===== config.mk =====
export PLATFORM = sky130hd
export DESIGN_NAME = qk_inst_seq_flat
export DESIGN_NICKNAME = d
export VERILOG_FILES = /design/src/rtl/qk_inst_seq_pkg.sv /design/src/rtl/qk_inst_seq_if.sv /design/src/rtl/qk_inst_seq.sv /design/src/flat_wrapper.sv
export SDC_FILE = /design/constraint.sdc
export NUM_CORES = 1
export LEC_CHECK = 0
export ABC_AREA = 0
export ABC_CLOCK_PERIOD_IN_PS = 2250
export BUFFER_PORTS_ARGS = -buffer_cell sky130_fd_sc_hd__buf_2
export CAP_MARGIN = 0
export CORE_UTILIZATION = 49
export DETAILED_ROUTE_END_ITERATION = 8
export GPL_ROUTABILITY_DRIVEN = 0
export PLACE_DENSITY_LB_ADDON = 0.1
export SLEW_MARGIN = 20
export SYNTH_ARGS = -nofsm -noshare
export SYNTH_HDL_FRONTEND = slang
export SYNTH_SLANG_ARGS = --single-unit

===== constraint.sdc =====
create_clock -name clk -period 2.25 [get_ports clk]
set_clock_uncertainty 0.1 [all_clocks]
set_input_delay 0.1125 -clock clk [delete_from_list [all_inputs] [get_ports clk]]
set_output_delay 0.1125 -clock clk [all_outputs]
set_load 0.005 [all_outputs]

===== src/rtl/qk_inst_seq_pkg.sv =====
// rtl/qk_inst_seq_pkg.sv - shared states, inst bit map and SFP step constants
package qk_inst_seq_pkg;

    localparam int INST_W = 19;
    localparam int ADDR_W = 4;

    localparam int DIV_READY_BIT = 18;
    localparam int ACC_READY_BIT = 17;
    localparam int OFIFO_RD_BIT  = 16;
    localparam int QKMEM_ADD_LSB = 12;
    localparam int PMEM_ADD_LSB  = 8;
    localparam int EXECUTE_BIT   = 7;
    localparam int LOAD_BIT      = 6;
    localparam int QMEM_RD_BIT   = 5;
    localparam int QMEM_WR_BIT   = 4;
    localparam int KMEM_RD_BIT   = 3;
    localparam int KMEM_WR_BIT   = 2;
    localparam int PMEM_RD_BIT   = 1;
    localparam int PMEM_WR_BIT   = 0;

    localparam int SFP_STEPS     = 6;
    localparam int SFP_ACC_FIRST = 1;
    localparam int SFP_ACC_LAST  = 2;
    localparam int SFP_DIV_FIRST = 4;
    localparam int SFP_DIV_LAST  = 5;

    typedef enum logic [3:0] {
        S_IDLE, S_QWR, S_KWR, S_GAP, S_KLOAD, S_KEND, S_WAIT1,
        S_EXEC, S_WAIT2, S_OFIFO, S_SFP, S_TAIL, S_DONE
    } state_t;

    typedef struct packed {
        logic              div_ready;
        logic              acc_ready;
        logic              ofifo_rd;
        logic [ADDR_W-1:0] qkmem_add;
        logic [ADDR_W-1:0] pmem_add;
        logic              execute;
        logic              load;
        logic              qmem_rd;
        logic              qmem_wr;
        logic              kmem_rd;
        logic              kmem_wr;
        logic              pmem_rd;
        logic              pmem_wr;
    } inst_fields_t;

    function automatic logic [INST_W-1:0] pack_inst(input inst_fields_t f);
        logic [INST_W-1:0] w;
        w = '0;
        w[DIV_READY_BIT]                = f.div_ready;
        w[ACC_READY_BIT]                = f.acc_ready;
        w[OFIFO_RD_BIT]                 = f.ofifo_rd;
        w[QKMEM_ADD_LSB +: ADDR_W]      = f.qkmem_add;
        w[PMEM_ADD_LSB +: ADDR_W]       = f.pmem_add;
        w[EXECUTE_BIT]                  = f.execute;
        w[LOAD_BIT]                     = f.load;
        w[QMEM_RD_BIT]                  = f.qmem_rd;
        w[QMEM_WR_BIT]                  = f.qmem_wr;
        w[KMEM_RD_BIT]                  = f.kmem_rd;
        w[KMEM_WR_BIT]                  = f.kmem_wr;
        w[PMEM_RD_BIT]                  = f.pmem_rd;
        w[PMEM_WR_BIT]                  = f.pmem_wr;
        return w;
    endfunction

endpackage


===== src/rtl/qk_inst_seq_if.sv =====
// rtl/qk_inst_seq_if.sv - row input, fifo status and core instruction bundle
interface qk_inst_seq_if
    import qk_inst_seq_pkg::*;
#(
    parameter int pr = 16,
    parameter int bw = 4
);
    logic [pr*bw-1:0]  data_in;
    logic              data_valid;
    logic              data_ready;
    logic              fifo_valid;
    logic [pr*bw-1:0]  mem_in;
    logic [INST_W-1:0] inst;

    modport master (
        output data_in, data_valid, fifo_valid,
        input  data_ready, mem_in, inst
    );

    modport slave (
        input  data_in, data_valid, fifo_valid,
        output data_ready, mem_in, inst
    );
endinterface


===== src/rtl/qk_inst_seq.sv =====
// rtl/qk_inst_seq.sv - sequencer driving the QK core through load, execute and SFP
module qk_inst_seq
    import qk_inst_seq_pkg::*;
#(
    parameter int total_cycle = 8,
    parameter int col         = 8,
    parameter int pr          = 16,
    parameter int bw          = 4,
    parameter int wait_cyc    = 10
) (
    input  logic                clk,
    input  logic                reset,
    input  logic                start,
    qk_inst_seq_if.slave        bus,
    output logic                busy,
    output logic                done
);

    localparam int ROW_W = pr * bw;
    localparam logic [ADDR_W-1:0] ONE        = ADDR_W'(1);
    localparam logic [ADDR_W-1:0] Q_LAST     = ADDR_W'(total_cycle - 1);
    localparam logic [ADDR_W-1:0] K_LAST     = ADDR_W'(col - 1);
    localparam logic [ADDR_W-1:0] KLOAD_LAST = ADDR_W'(col);
    localparam logic [ADDR_W-1:0] WAIT_LAST  = ADDR_W'(wait_cyc - 1);
    localparam logic [2:0] SFP_LAST  = 3'(SFP_STEPS - 1);
    localparam logic [2:0] ACC_FIRST = 3'(SFP_ACC_FIRST);
    localparam logic [2:0] ACC_LAST  = 3'(SFP_ACC_LAST);
    localparam logic [2:0] DIV_FIRST = 3'(SFP_DIV_FIRST);
    localparam logic [2:0] DIV_LAST  = 3'(SFP_DIV_LAST);

    state_t            state_q, state_d;
    logic [ADDR_W-1:0] cnt_q, cnt_d;
    logic [2:0]        step_q, step_d;
    inst_fields_t      f;
    logic              accept;
    logic [INST_W-1:0] inst_q;
    logic [ROW_W-1:0]  mem_in_q;
    logic              busy_q, done_q;

    assign bus.data_ready = (state_q == S_QWR) || (state_q == S_KWR);
    assign accept         = bus.data_ready && bus.data_valid;
    assign bus.inst       = inst_q;
    assign bus.mem_in     = mem_in_q;
    assign busy           = busy_q;
    assign done           = done_q;

    always_comb begin
        state_d = state_q;
        cnt_d   = cnt_q + ONE;
        step_d  = step_q;
        f       = '0;
        unique case (state_q)
            S_IDLE:  if (start) state_d = S_QWR;
            S_QWR, S_KWR: begin
                cnt_d = cnt_q;
                if (accept) begin
                    f.qmem_wr   = (state_q == S_QWR);
                    f.kmem_wr   = (state_q == S_KWR);
                    f.qkmem_add = cnt_q;
                    cnt_d       = cnt_q + ONE;
                    if (state_q == S_QWR && cnt_q == Q_LAST) state_d = S_KWR;
                    if (state_q == S_KWR && cnt_q == K_LAST) state_d = S_GAP;
                end
            end
            S_GAP:   if (cnt_q == ONE) state_d = S_KLOAD;
            S_KLOAD: begin
                // first two load cycles share address 0; later ones trail k by one
                f.load      = 1'b1;
                f.kmem_rd   = (cnt_q != '0);
                f.qkmem_add = (cnt_q <= ONE) ? '0 : cnt_q - ONE;
                if (cnt_q == KLOAD_LAST) state_d = S_KEND;
            end
            S_KEND: begin
                f.load  = 1'b1;
                state_d = S_WAIT1;
            end
            S_WAIT1: if (cnt_q == WAIT_LAST) state_d = S_EXEC;
            S_EXEC: begin
                f.execute   = 1'b1;
                f.qmem_rd   = 1'b1;
                f.qkmem_add = cnt_q;
                if (cnt_q == Q_LAST) state_d = S_WAIT2;
            end
            S_WAIT2: if (cnt_q == WAIT_LAST) state_d = S_OFIFO;
            S_OFIFO: begin
                cnt_d = cnt_q;
                if (bus.fifo_valid) begin
                    f.ofifo_rd = 1'b1;
                    f.pmem_wr  = 1'b1;
                    f.pmem_add = cnt_q;
                    cnt_d      = cnt_q + ONE;
                    if (cnt_q == Q_LAST) state_d = S_SFP;
                end
            end
            S_SFP: begin
                f.pmem_rd   = 1'b1;
                f.pmem_add  = cnt_q;
                f.acc_ready = (step_q >= ACC_FIRST) && (step_q <= ACC_LAST);
                f.div_ready = (step_q >= DIV_FIRST) && (step_q <= DIV_LAST);
                if (step_q == SFP_LAST) begin
                    step_d = '0;
                    if (cnt_q == Q_LAST) state_d = S_TAIL;
                end else begin
                    step_d = step_q + 3'd1;
                    cnt_d  = cnt_q;
                end
            end
            S_TAIL: begin
                f.div_ready = 1'b1;
                if (cnt_q == ONE) state_d = S_DONE;
            end
            S_DONE:  state_d = S_IDLE;
            default: state_d = S_IDLE;
        endcase
        if (state_d != state_q) begin
            cnt_d  = '0;
            step_d = '0;
        end
    end

    always_ff @(posedge clk or negedge reset) begin
        if (!reset) begin
            state_q  <= S_IDLE;
            cnt_q    <= '0;
            step_q   <= '0;
            inst_q   <= '0;
            mem_in_q <= '0;
            busy_q   <= 1'b0;
            done_q   <= 1'b0;
        end else begin
            state_q <= state_d;
            cnt_q   <= cnt_d;
            step_q  <= step_d;
            inst_q  <= pack_inst(f);
            if (accept) mem_in_q <= bus.data_in;
            busy_q  <= (state_d != S_IDLE);
            done_q  <= (state_q == S_DONE);
        end
    end

endmodule


===== src/flat_wrapper.sv =====
// flat-port wrapper written by rule: the top's interface ports become plain ports
module qk_inst_seq_flat import qk_inst_seq_pkg::*;
#(
    parameter int total_cycle = 8,
    parameter int col         = 8,
    parameter int pr          = 16,
    parameter int bw          = 4,
    parameter int wait_cyc    = 10
)
  (clk, reset, start, busy, done, bus_data_in, bus_data_valid, bus_fifo_valid, bus_data_ready, bus_mem_in, bus_inst);
  qk_inst_seq_if #(.pr(pr), .bw(bw)) bus_i ();
  input  logic clk;
  input  logic reset;
  input  logic start;
  output logic busy;
  output logic done;
  input wire logic [$bits(bus_i.data_in)-1:0] bus_data_in;
  input wire logic [$bits(bus_i.data_valid)-1:0] bus_data_valid;
  input wire logic [$bits(bus_i.fifo_valid)-1:0] bus_fifo_valid;
  output wire logic [$bits(bus_i.data_ready)-1:0] bus_data_ready;
  output wire logic [$bits(bus_i.mem_in)-1:0] bus_mem_in;
  output wire logic [$bits(bus_i.inst)-1:0] bus_inst;
  assign bus_i.data_in = bus_data_in;
  assign bus_i.data_valid = bus_data_valid;
  assign bus_i.fifo_valid = bus_fifo_valid;
  assign bus_data_ready = bus_i.data_ready;
  assign bus_mem_in = bus_i.mem_in;
  assign bus_inst = bus_i.inst;
  qk_inst_seq #(.total_cycle(total_cycle), .col(col), .pr(pr), .bw(bw), .wait_cyc(wait_cyc)) u_core (.clk(clk), .reset(reset), .start(start), .bus(bus_i), .busy(busy), .done(done));
endmodule

==> results.sh, run 1 <==
export IMPL_first_pass_iters=4
export IMPL_vias=3244
export IMPL_path_delay_family="simple AND/OR/NAND/NOR gates"
export IMPL_rsz0062_at_grt="no"
export IMPL_htreeDepth=3
export IMPL_worst_setup_path_type="reg -> reg"
export IMPL_r2r_start="u_core.cnt_q[0]"
export IMPL_tns_ps=0
export IMPL_worstSetupEndpointType="flip-flop"
export IMPL_yosysSeqAreaShare=0.581
export IMPL_power_density_mw_per_mm2=715
export IMPL_die_area_mm2=0.00863
export IMPL_drtAntennaViolNets=0
export IMPL_track_usage=0.245
export IMPL_cap_violations=0
export IMPL_r2r_cells=6
export IMPL_ys_ff_latch=94
export IMPL_nNetsFinal=609
export IMPL_drtIter0Drc=88
export IMPL_insertion_delay_ps=370
export IMPL_worst_path_max_fanout=7
export IMPL_grt_pass1_wl_um=16000
export IMPL_startpoint_type="flip-flop"
export IMPL_slowest_stage="dfrtp_2"
export IMPL_drt_wirelength_per_cell_um=15.7
export IMPL_synthArstFlopShare=1.00
export IMPL_avgSynthCellArea_um2=13.1
export IMPL_syn_area_mm2=0.00405
export IMPL_min_period_ps=2100
export IMPL_path_cells="ha_2 -> and4b_1 -> o22ai_1 -> nor4_4 -> o21ai_2 -> or3_1"
export IMPL_dpl_cell_count=560
export IMPL_routed_wirelength_um=10100
export IMPL_worst_pin_slew_ps=512
export IMPL_core_mm2=0.00785
export IMPL_yosys_warnings=0
export IMPL_synthCells=310
export IMPL_start_util=0.516
export IMPL_final_util=0.741
export IMPL_synthToLayoutAreaGrowth_pct=43.8
export IMPL_cts_buffer_depth=2
export IMPL_cts_setup_buffers=0
export IMPL_numCtsBuffers=9
export IMPL_slew_headroom=0.659
export IMPL_ctsRootBufferMaster="clkbuf_8"
export IMPL_ir_drop_mv=0.479
export IMPL_outcome="finished clean"
export IMPL_reg2reg_slack_ps=150
export IMPL_dp_hpwl_um=6340
export IMPL_p_leak_nw=3.15
export IMPL_drv_slew=0
export IMPL_path_clk_slew_ps=100
export IMPL_grt_pass1_vias=3282
export IMPL_cp_buffers_inverters=0
export IMPL_rr_endpoint="u_core.busy"
export IMPL_hold_viol_final=0
export IMPL_overflow=0
export IMPL_setup_viol=0
export IMPL_critPathRequiredTime_ps=2390
export IMPL_arrival_ps=2240
export IMPL_die_w_um=92.9
export IMPL_grt_max_degree=61
export IMPL_cts_tree="yes"
export IMPL_synth_edf_count=0
export IMPL_drive_gt1_frac=0.474
export IMPL_synth_nets=383
export IMPL_antenna_found_initial=0
export IMPL_die_y_um=92.9
export IMPL_vias_per_cell=5.05
export IMPL_ios=155
export IMPL_final_cells=642
export IMPL_ys_types=47
export IMPL_period_share=0.933
export IMPL_antennaDiodeCount=0
export IMPL_cts_sinks=94
export IMPL_drc_errors=0
export IMPL_max_freq_ghz=0.477
export IMPL_hold_path_class="in -> async"
export IMPL_path_depth=6
export IMPL_ys_flop_type="dfrtp_1"
export IMPL_std_cell_rows=32
export IMPL_port_buffers=154
export IMPL_critPathMaxStageDelay_ps=440
## per-stage QoR
stage / total power [mW] / setup WS (ps) / hold WS (ps) / instance area, um2
4_1_cts: 4.19 / 62.3 / 125 / 5810
3_5_place_dp: 3.00 / 101 / -10.6 / 4950
2_1_floorplan: 2.66 / 225 / -283 / 4050
3_3_place_gp: 2.98 / 156 / -12.2 / 4950
6_report: 4.16 / 152 / 123 / 5820
5_1_grt: 4.41 / 28.5 / 153 / 5820
## synthesized netlist by cell type (all sizes together) (2+ instances only)
library cell	instances	area, um2
nor2b	5	38.8
a31oi	3	18.8
nand2	7	26.3
o22ai	2	12.5
and4b	3	30.0
nand4	2	12.5
nand4bb	2	22.5
o21ai	12	63.8
nand2b	5	31.3
mux2	64	721
dfrtp	94	2350
clkbuf	4	15.0
nor3	6	30.0
nor3b	3	22.5
o31ai	2	15.0
xnor2	6	52.6
buf	16	114
inv	6	22.5
nor4	3	33.8
ha	4	50.1
nand3	9	45.0
nand4b	3	32.5
nor2	19	71.3
a21oi	13	65.1
nand3b	2	15.0
## cell usage in the layout (no fill, tap or decap), types with 2 or more instances in the layout
master,netlist,layout
mux2_2,64,64
dlygate4sd3_1,0,67
ha_1,4,3
o31ai_1,2,2
nand4bb_1,2,2
xnor2_1,6,6
nand2_1,7,7
and4b_1,3,3
o21ai_0,10,10
clkbuf_8,0,9
a31oi_1,3,3
nor3b_1,3,3
a21oi_1,13,13
buf_2,4,153
o22ai_1,2,2
nand4_1,2,2
dfrtp_2,0,2
inv_1,6,6
nand4b_1,2,2
clkinvlp_4,0,3
buf_4,11,13
nand3b_1,2,2
nor4_1,2,2
nand3_1,9,8
nor2b_1,4,4
nand2b_1,5,5
dfrtp_1,94,92
buf_12,0,2
nor3_1,6,6
nor2_1,19,19
## worst max-delay path by stage
stage	from	to	slack [ps]
5_1_grt	u_core.cnt_q[0]	u_core.busy	30
4_1_cts	u_core.cnt_q[0]	u_core.busy	60
2_1_floorplan	u_core.cnt_q[0]	u_core.busy	220
3_3_place_gp	u_core.cnt_q[0]	u_core.busy	160
3_5_place_dp	u_core.cnt_q[0]	u_core.busy	100
6_report	u_core.cnt_q[0]	u_core.busy	150
## worst register-to-register path: stages (launching register included)
cell     delay (ps)
dfrtp_2         440
ha_2            240
and4b_1         250
o22ai_1         130
nor4_4          370
o21ai_2         100
or3_1           350
## registers in the layout, indices dropped and copies added, names as in the netlist
name	count
u_core.done	1
u_core.state_q	4
u_core.step_q	3
u_core.busy	1
u_core.bus.mem_in	64
u_core.cnt_q	4
u_core.bus.inst	17
## kinds of logic after synthesis
logic type | after synthesis | share of synthesized area
AO/OA/AOI/OAI | 37 | 0.0538
XOR/XNOR | 7 | 0.0152
adder cells (fa/ha/maj) | 4 | 0.0124
buffers and inverters | 26 | 0.0374
flip-flops | 94 | 0.581
multiplexers | 65 | 0.181
AND/OR/NAND/NOR | 77 | 0.119
## timing repair
item / CTS / global route
hold buffers: 67 / 0
gates resized for setup: 0 / 3
endpoints found under the setup margin: 0 / 7
endpoints found under the hold margin: 101 / 0
## cell type report
cell class                 count  area (um2)
sequential                    94        2350
fill                         538        2030
timing repair buffer         235        1570
multi-input combinational    190        1550
clock buffer                  10         128
tap                          102         128
clock inverter                 5        61.3
inverter                       6        22.5
## power breakdown
part	switching [mW]	internal (mW)	total, mW
Combinational	0.539	0.561	1.10
Clock	0.576	0.509	1.09
Sequential	0.171	1.80	1.97
Total	1.29	2.87	4.16
## metal layers
metal  vias to the layer above  part of all wire  global-route usage
met2                       109              0.52               0.427
met4                         0             0.022               0.115
met5                         -                 0                   0
met3                        19             0.054              0.0452
li1                       1550                 -                   -
met1                      1566              0.41               0.292
(Power assumes the default switching activity.)
==> inputs of run 2 (changes only) <==
Settings changed: CORE_MARGIN from default to 5.
==> results.sh, run 2 (synthesis gave the netlist of run 1 again) <==
export IMPL_outcome="finished clean"
export IMPL_largest_reg_flops=64
export IMPL_p_clk_frac=0.270
export IMPL_ctsRootBufferMaster="clkbuf_8"
export IMPL_cts_tree="yes"
export IMPL_grt_pass1_vias=3193
export IMPL_hold_viol_final=0
export IMPL_grt_max_degree=51
export IMPL_path_clk_slew_ps=90
export IMPL_start_util=0.497
export IMPL_path_cells="nand4bb_1 -> o22ai_1 -> nor4_4 -> o21ai_2 -> or3_1"
export IMPL_cap_violations=0
export IMPL_worst_path_max_fanout=18
export IMPL_r2r_start="u_core.state_q[1]"
export IMPL_cts_buffer_depth=2
export IMPL_slew_headroom=0.609
export IMPL_multi_input_area_mm2=0.00156
export IMPL_min_period_ps=2130
export IMPL_path_delay_family="simple AND/OR/NAND/NOR gates"
export IMPL_ir_drop_mv=0.500
export IMPL_max_freq_ghz=0.468
export IMPL_startpoint_type="flip-flop"
export IMPL_startpoint="u_core.state_q[1]"
export IMPL_insertion_delay_ps=350
export IMPL_hold_path_class="in -> async"
export IMPL_slowest_stage="dfrtp_1"
export IMPL_cts_setup_buffers=0
export IMPL_worstSetupEndpointType="flip-flop"
export IMPL_vias=3154
export IMPL_die_w_um=101
export IMPL_die_area_mm2=0.0102
export IMPL_track_usage=0.200
export IMPL_critPathMaxStageDelay_ps=700
export IMPL_cp_buffers_inverters=0
export IMPL_numCtsBuffers=9
export IMPL_swShare=0.308
export IMPL_routed_wirelength_um=9960
export IMPL_first_pass_iters=4
export IMPL_power_internal_mw=2.92
export IMPL_pwr_share_seq=0.466
export IMPL_rsz0062_at_grt="no"
export IMPL_vias_per_cell=4.90
export IMPL_grt_pass1_wl_um=15900
export IMPL_power_density_mw_per_mm2=725
export IMPL_p_sw_mw=1.30
export IMPL_worst_pin_slew_ps=586
export IMPL_arrival_ps=2260
export IMPL_seq_area_mm2=0.00235
export IMPL_drc_errors=0
export IMPL_critPathRequiredTime_ps=2380
export IMPL_overflow=0
export IMPL_drive_gt1_frac=0.471
export IMPL_fillers=582
export IMPL_drtIter0Drc=89
export IMPL_antennaDiodeCount=0
export IMPL_final_common_cell="buf_2"
export IMPL_core_mm2=0.00813
export IMPL_die_y_um=101
export IMPL_worst_setup_path_type="reg -> reg"
export IMPL_port_buffers=154
export IMPL_cts_sinks=94
export IMPL_drv_slew=0
export IMPL_htreeDepth=3
export IMPL_final_util=0.717
export IMPL_nNetsFinal=607
export IMPL_setup_viol=0
export IMPL_drt_wirelength_per_cell_um=15.5
export IMPL_drtAntennaViolNets=0
export IMPL_ios=155
export IMPL_mostFrequentLayoutCells="buf_2, dfrtp_1, dlygate4sd3_1, mux2_2, nor2_1"
export IMPL_tns_ps=0
export IMPL_antenna_found_initial=0
export IMPL_dp_hpwl_um=6750
export IMPL_pwr_share_comb=0.264
export IMPL_r2r_cells=5
export IMPL_std_cell_rows=33
export IMPL_period_share=0.949
export IMPL_path_depth=5
export IMPL_p_leak_nw=3.16
export IMPL_synthToLayoutAreaGrowth_pct=44.1
## run 2: cell count changes in the layout (fill, tap and decap cells not counted), sizes merged
cell      previous run  this run
inv                  6         8
clkbuf              10        11
clkinvlp             3         0
buf                168       166
clkinv               1         2
## run 2: worst paths after layout
path | endpoint | slack, ps
worst max-delay path | u_core.busy | 120
worst min-delay path | u_core.bus.mem_in[26] | 190
worst max register to register | u_core.busy | 120
worst min register to register | u_core.bus.mem_in[51] | 400
max in group asynchronous | u_core.bus.mem_in[60] | 1170
min in group clk | u_core.state_q[0] | 400
## run 2: per-layer routing
layer | vias to the layer above | global-route usage | part of all wire
li1 | 1548 | - | -
met1 | 1502 | 0.252 | 0.41
met2 | 90 | 0.343 | 0.51
met3 | 14 | 0.0346 | 0.061
met4 | 0 | 0.0746 | 0.019
met5 | - | 0 | 0
## run 2: area by class of cell
type,count,area share
timing repair buffer,233,0.267
clock inverter,5,0.0112
clock buffer,11,0.0242
inverter,6,0.00386
tap,105,0.0225
multi-input combinational,190,0.267
sequential,94,0.404
## run 2: what timing repair did
action,CTS,global route
hold buffers,67,0
endpoints found under the setup margin,0,5
resized for setup,0,2
endpoints found under the hold margin,111,0
## run 2: per-stage QoR
step	power [mW]	std cells	setup slack (ps)	instance area, um2	hold slack (ps)
floorplan	2.66	310	225	4050	-283
global placement	3.00	561	157	4950	48.0
detailed placement	3.01	561	121	4950	56.1
CTS	4.26	644	101	5830	201
global route	4.47	644	10.5	5830	238
finish	4.23	644	115	5830	189
## run 2: power groups by stage
stage,Clock [mW],Combinational (mW),Sequential [mW]
final,1.14,1.12,1.97
after global routing,1.25,1.23,1.99
after CTS,1.18,1.11,1.97
after detailed placement,0,1.02,2.00
after global placement,0,1.01,1.99
after floorplan,0,0.760,1.90
